File: src/rtl/posit_mult_arbiter.sv
// Two-requester round-robin front end for a shared, fixed-latency posit multiplier.
// Results are steered back to the issuing requester by a tag pipe that tracks the multiplier latency.
module posit_mult_arbiter #(
    parameter int unsigned N   = 32,
    parameter int unsigned LAT = 5
) (
    input  logic         clk,
    input  logic         rst,
    input  logic         req0_valid,
    input  logic [N-1:0] req0_a,
    input  logic [N-1:0] req0_b,
    output logic         req0_ready,
    input  logic         req1_valid,
    input  logic [N-1:0] req1_a,
    input  logic [N-1:0] req1_b,
    output logic         req1_ready,
    output logic         mul_start,
    output logic [N-1:0] mul_in1,
    output logic [N-1:0] mul_in2,
    input  logic [N-1:0] mul_out,
    input  logic         mul_inf,
    input  logic         mul_zero,
    input  logic         mul_done,
    output logic         rsp0_valid,
    output logic [N-1:0] rsp0_data,
    output logic         rsp0_inf,
    output logic         rsp0_zero,
    output logic         rsp1_valid,
    output logic [N-1:0] rsp1_data,
    output logic         rsp1_inf,
    output logic         rsp1_zero,
    output logic [2:0]   inflight,
    output logic         idle,
    output logic         seq_err
);

    localparam int unsigned WARM_W    = $clog2(LAT + 2);
    localparam logic [WARM_W-1:0] WARM_INIT = WARM_W'(LAT + 1);
    localparam logic [2:0] INFL_MAX  = 3'(LAT + 1);

    logic [WARM_W-1:0] warm_cnt;
    logic              warm;
    logic              rr_pri;
    logic              issue_id;
    logic              gnt0;
    logic              gnt1;
    logic              gnt_any;
    logic [LAT-1:0]    tag_v;
    logic [LAT-1:0]    tag_id;
    logic              done_v;
    logic              done_id;

    assign warm    = (warm_cnt != '0);
    assign done_v  = tag_v[LAT-1];
    assign done_id = tag_id[LAT-1];
    assign gnt_any = gnt0 | gnt1;

    // rr_pri names the requester that wins when both are valid
    always_comb begin
        gnt0 = 1'b0;
        gnt1 = 1'b0;
        if (!warm) begin
            if (req0_valid && (!req1_valid || !rr_pri)) begin
                gnt0 = 1'b1;
            end else if (req1_valid) begin
                gnt1 = 1'b1;
            end
        end
    end

    assign req0_ready = gnt0;
    assign req1_ready = gnt1;

    always_ff @(posedge clk or posedge rst) begin
        if (rst) begin
            mul_start <= 1'b0;
            mul_in1   <= '0;
            mul_in2   <= '0;
            issue_id  <= 1'b0;
            rr_pri    <= 1'b0;
        end else begin
            mul_start <= gnt_any;
            if (gnt0) begin
                mul_in1 <= req0_a;
                mul_in2 <= req0_b;
            end else if (gnt1) begin
                mul_in1 <= req1_a;
                mul_in2 <= req1_b;
            end
            if (gnt_any) begin
                issue_id <= gnt1;
                rr_pri   <= gnt0;
            end
        end
    end

    // Tag pipe: the entry loaded at mul_start leaves the last stage with the matching mul_done
    always_ff @(posedge clk or posedge rst) begin
        if (rst) begin
            tag_v  <= '0;
            tag_id <= '0;
        end else begin
            for (int i = LAT - 1; i > 0; i--) begin
                tag_v[i]  <= tag_v[i-1];
                tag_id[i] <= tag_id[i-1];
            end
            tag_v[0]  <= mul_start;
            tag_id[0] <= issue_id;
        end
    end

    assign rsp0_valid = done_v & ~done_id;
    assign rsp1_valid = done_v & done_id;
    assign rsp0_data  = mul_out;
    assign rsp0_inf   = mul_inf;
    assign rsp0_zero  = mul_zero;
    assign rsp1_data  = mul_out;
    assign rsp1_inf   = mul_inf;
    assign rsp1_zero  = mul_zero;

    // Occupancy counted from accept to response
    always_ff @(posedge clk or posedge rst) begin
        if (rst) begin
            inflight <= '0;
        end else if (gnt_any && !done_v) begin
            if (inflight != INFL_MAX) begin
                inflight <= inflight + 3'd1;
            end
        end else if (done_v && !gnt_any) begin
            if (inflight != '0) begin
                inflight <= inflight - 3'd1;
            end
        end
    end

    assign idle = (inflight == '0) && !req0_valid && !req1_valid;

    // Unreset multiplier pipe may emit stale done pulses until it has fully flushed
    always_ff @(posedge clk or posedge rst) begin
        if (rst) begin
            warm_cnt <= WARM_INIT;
            seq_err  <= 1'b0;
        end else begin
            if (warm) begin
                warm_cnt <= warm_cnt - WARM_W'(1);
            end else if (mul_done != done_v) begin
                seq_err <= 1'b1;
            end
        end
    end

endmodule

File: config.mk
export PLATFORM = sky130hd
export DESIGN_NAME = posit_mult_arbiter
export DESIGN_NICKNAME = d
export VERILOG_FILES = /design/src/rtl/posit_mult_arbiter.sv
export SDC_FILE = /design/constraint.sdc
export NUM_CORES = 1
export LEC_CHECK = 0
export CAP_MARGIN = 0
export CORE_AREA = 2 2 120 122
export DETAILED_ROUTE_END_ITERATION = 7
export DIE_AREA = 0 0 122 124
export DONT_BUFFER_PORTS = 1
export GPL_TIMING_DRIVEN = 0
export MAX_ROUTING_LAYER = met4
export PLACE_DENSITY = 0.46
export SYNTH_ARGS = -nofsm -noshare
export SYNTH_HDL_FRONTEND = slang
export SYNTH_SLANG_ARGS = --single-unit
File: constraint.sdc
create_clock -name clk -period 4.2 [get_ports clk]
set_input_delay 0.63 -clock clk [delete_from_list [all_inputs] [get_ports clk]]
set_output_delay 0.63 -clock clk [all_outputs]
set_load 0.01 [all_outputs]
==> impl_metrics.yaml <==
critical_path:
  crit_chain: "inv_1, ha_1, nor2b_1, buf_2, o21ai_1, buf_2, inv_1, ha_1, inv_1, fa_1, or3_1, a21oi_1, nor4b_1"
  worst-path-max-fanout: 10
  worstRegToRegCells: 13
  crit_type: "reg2reg"
  critPathArrivalTime_ns: 3.23
  rr_startpoint: "warm_cnt[0]$_DFFE_PP0P_"
  critPathMaxStageDelay_ns: 0.43
  path_delay_family: "adder cells"
  reg2reg_to: "inflight[2]$_DFFE_PP0P_"
  worst-path-buf-inv: 5
  setup.worst_path.end_class: "flip-flop"
  crit_required_ns: 4.42
  timing.critical_path.mode_cell: "inv_1"
  crit_path_start_kind: "flip-flop"
  reg2reg_slack_ns: 1.19
  worst_path_max_delay_cell: "fa_1"
synth:
  ys_warn_count: 0
  ys_ff_latch: 84
  synth_area_um2: 4520
  netlist.area_leader.share_pct: 45.4
  async_flop_share_pct: 100
  syn-mean-instance-area_um2: 8.98
  yosysTopAreaCell: "dfrtp_1"
  netlist_top_cells_area: "dfrtp_1, buf_4, o31ai_1"
  ys_types: 34
  synth-edff-count: 0
  synth_nets: 675
  synth_seq_area_share_pct: 46.5
  syn_inst: 504
  ys.flop_type: "dfrtp_1"
finish:
  multi_input_area_um2: 1680
  layout-drive-gt1-share_pct: 21.3
  area.sequential_um2: 2100
  nNetsFinal: 687
  antenna_cells: 0
  areaGrowthSynthToFinish_pct: 13.2
  fillers: 1399
  stdcell_area_um2: 5120
floorplan:
  die_x_um: 122
  coreArea_um2: 13700
  rows: 43
  io_pins: 309
  start_util_pct: 33.0
  dieArea_um2: 15100
  die_h_um: 124
sta:
  layout_min_cycle_time_ns: 3.01
  worst_pin_slew_ns: 0.669
  rsz0062_at_grt: "false"
  finalHoldViolCount: 0
  max_freq_ghz: 0.332
  setup_viol: 0
  fin_worst_skew_ns: 0.00742
  drv_slew: 0
  relSlewSlack_pct: 54.8
  fin_ws_ns: 1.19
  fin_crit_sh_pct: 71.7
  tns_ns: 0
place:
  numPortBuffers: 0
  dpl_worst_slack_ns: 1.17
  place_congestion: 0.747
  postPlaceCellArea_um2: 4780
  hpwl_um: 10900
clock_tree:
  numCtsBuffers: 9
  cts_tree: "done"
  clock_path_buffers: 2
  clk_pin_slew_worst_paths_ns: 0.07
  cts_setup_buffers: 0
  clockRootBuffer: "clkbuf_16"
  h-tree-depth: 3
  cts_hold_buffers: 0
  clkLatencyLatePin_ns: 0.34
  cts_resized: 0
  clock_sinks: 84
route:
  first_pass_iters: 4
  vias: 3726
  drtAntennaViolNets: 0
  drt_iter0_markers: 171
  routed_wl_um: 14500
  wire_per_inst_um: 20.8
  vias_per_cell: 5.32
  route.detailed.drc: 0
worst_hold_path:
  hold_path.class: "in2async"
grt:
  grt_pass1_vias: 3722
  grt_pass1_wl_um: 21000
  grt_max_degree: 66
  grtUsageTotal_pct: 18.8
  antenna_found_initial: 0
  grt.overflow.total: 0
pwr:
  seq_power_share_pct: 44.6
  vdd_drop_max_v: 0.000166
  power_mw: 2.31
  p_sw_share_pct: 28.2
  intPower_mw: 1.66
  power_frac_clock_pct: 39.8
  p_switching_uw: 652
  p_leak_nw: 2.16
  combPwrFrac_pct: 15.6
  power_density_nw_per_um2: 452
job:
  max_cap_viol_count: 0
status:
  status: "complete, no violations"
==> area by class of cell <==
class	count	area share, %
sequential	84	41.1
multi-input combinational	301	32.9
buffer	112	13.9
clock buffer	11	4.74
tap	180	4.40
clock inverter	4	1.91
inverter	7	0.562
timing repair buffer	1	0.538
==> metrics by stage <==
| stage | utilization [%] | hold WS (ns) | instances |
|---|---|---|---|
| floorplan | - | 0.331 | 504 |
| global placement | 34.6 | 0.333 | 684 |
| detailed placement | 34.8 | 0.336 | 685 |
| CTS | 37.3 | 0.111 | 700 |
| global route | 37.3 | 0.120 | 700 |
| finish | 37.3 | 0.109 | 700 |
==> power groups by stage <==
stage	Sequential (mW)	Combinational (mW)	Clock, mW
finish	1.03	0.361	0.922
global route	1.05	0.405	0.976
CTS	1.03	0.366	0.943
detailed placement	1.05	0.366	0
global placement	1.05	0.354	0
floorplan	1.01	0.297	0
==> cell usage after synthesis, types with 2 or more instances <==
| cell | count |
|---|---|
| buf_2 | 21 |
| nor2_1 | 69 |
| o21ai_0 | 65 |
| nor4b_1 | 2 |
| buf_4 | 70 |
| nor2b_1 | 2 |
| a211oi_1 | 2 |
| o31ai_1 | 63 |
| ha_1 | 3 |
| or3_1 | 2 |
| nand2_1 | 2 |
| inv_1 | 7 |
| clkbuf_1 | 21 |
| dfrtp_1 | 82 |
| nand2b_1 | 3 |
| a21o_1 | 3 |
| nand3_1 | 3 |
| dfstp_2 | 2 |
| a21oi_1 | 67 |
==> logic make-up (layout without fill, tap and decap cells) <==
kind of cell    Yosys count  in the layout  synth area share [%]
compound gates          205            205                  26.8
buf+inv                 119            135                  16.3
simple gates             89             89                  8.57
flops                    84             84                  46.5
fa+ha+maj                 4              4                  1.27
xor+xnor                  2              2                 0.387
mux                       1              1                 0.221
==> worst max path at each step <==
stage | from | end | slack, ns | depth (start not counted)
3_3_place_gp | rst | inflight[2]$_DFFE_PP0P_ | 0.25 | 1
3_5_place_dp | warm_cnt[0]$_DFFE_PP0P_ | inflight[2]$_DFFE_PP0P_ | 1.17 | 13
4_1_cts | warm_cnt[0]$_DFFE_PP0P_ | inflight[2]$_DFFE_PP0P_ | 1.14 | 13
6_report | warm_cnt[0]$_DFFE_PP0P_ | inflight[2]$_DFFE_PP0P_ | 1.19 | 13
5_1_grt | warm_cnt[0]$_DFFE_PP0P_ | inflight[2]$_DFFE_PP0P_ | 0.95 | 13
2_1_floorplan | rst | inflight[0]$_DFFE_PP0P_ | 1.41 | 1
==> worst reg2reg max path, delay by kind of cell, from the launching register on <==
kind | cells | cell delay, ns
flip-flops | 1 | 0.40
AO/OA/AOI/OAI | 2 | 0.26
buffers and inverters | 5 | 0.77
AND/OR/NAND/NOR | 3 | 0.55
adder cells (fa/ha/maj) | 3 | 0.92
==> cell usage in the layout (no fill, tap or decap), types with 2 or more instances in the layout <==
cell type,instances
dfrtp_1,82
buf_4,70
nor2_1,69
a21oi_1,67
o21ai_0,65
o31ai_1,63
clkbuf_1,22
buf_2,21
clkbuf_16,9
inv_1,6
nand2b_1,3
nand3_1,3
a21o_1,3
ha_1,3
bufinv_16,3
nor2b_1,2
a211oi_1,2
or3_1,2
nand2_1,2
nor4b_1,2
dfstp_2,2
==> metal layers <==
metal,part of all wire [%],vias up,global-route usage (%)
li1,-,1721,-
met1,39,1794,22.1
met2,50,196,31.3
met3,9.8,15,6.09
met4,1.2,0,4.96
met5,0,-,-
==> sequential cells by signal (all words and copies together), names as in the netlist <==
register and flops:
warm_cnt 3, inflight 3, tag_id 5, issue_id 1
mul_in2 32, rr_pri 1, mul_in1 32, seq_err 1
mul_start 1, tag_v 5
(Power assumes the default switching activity.)
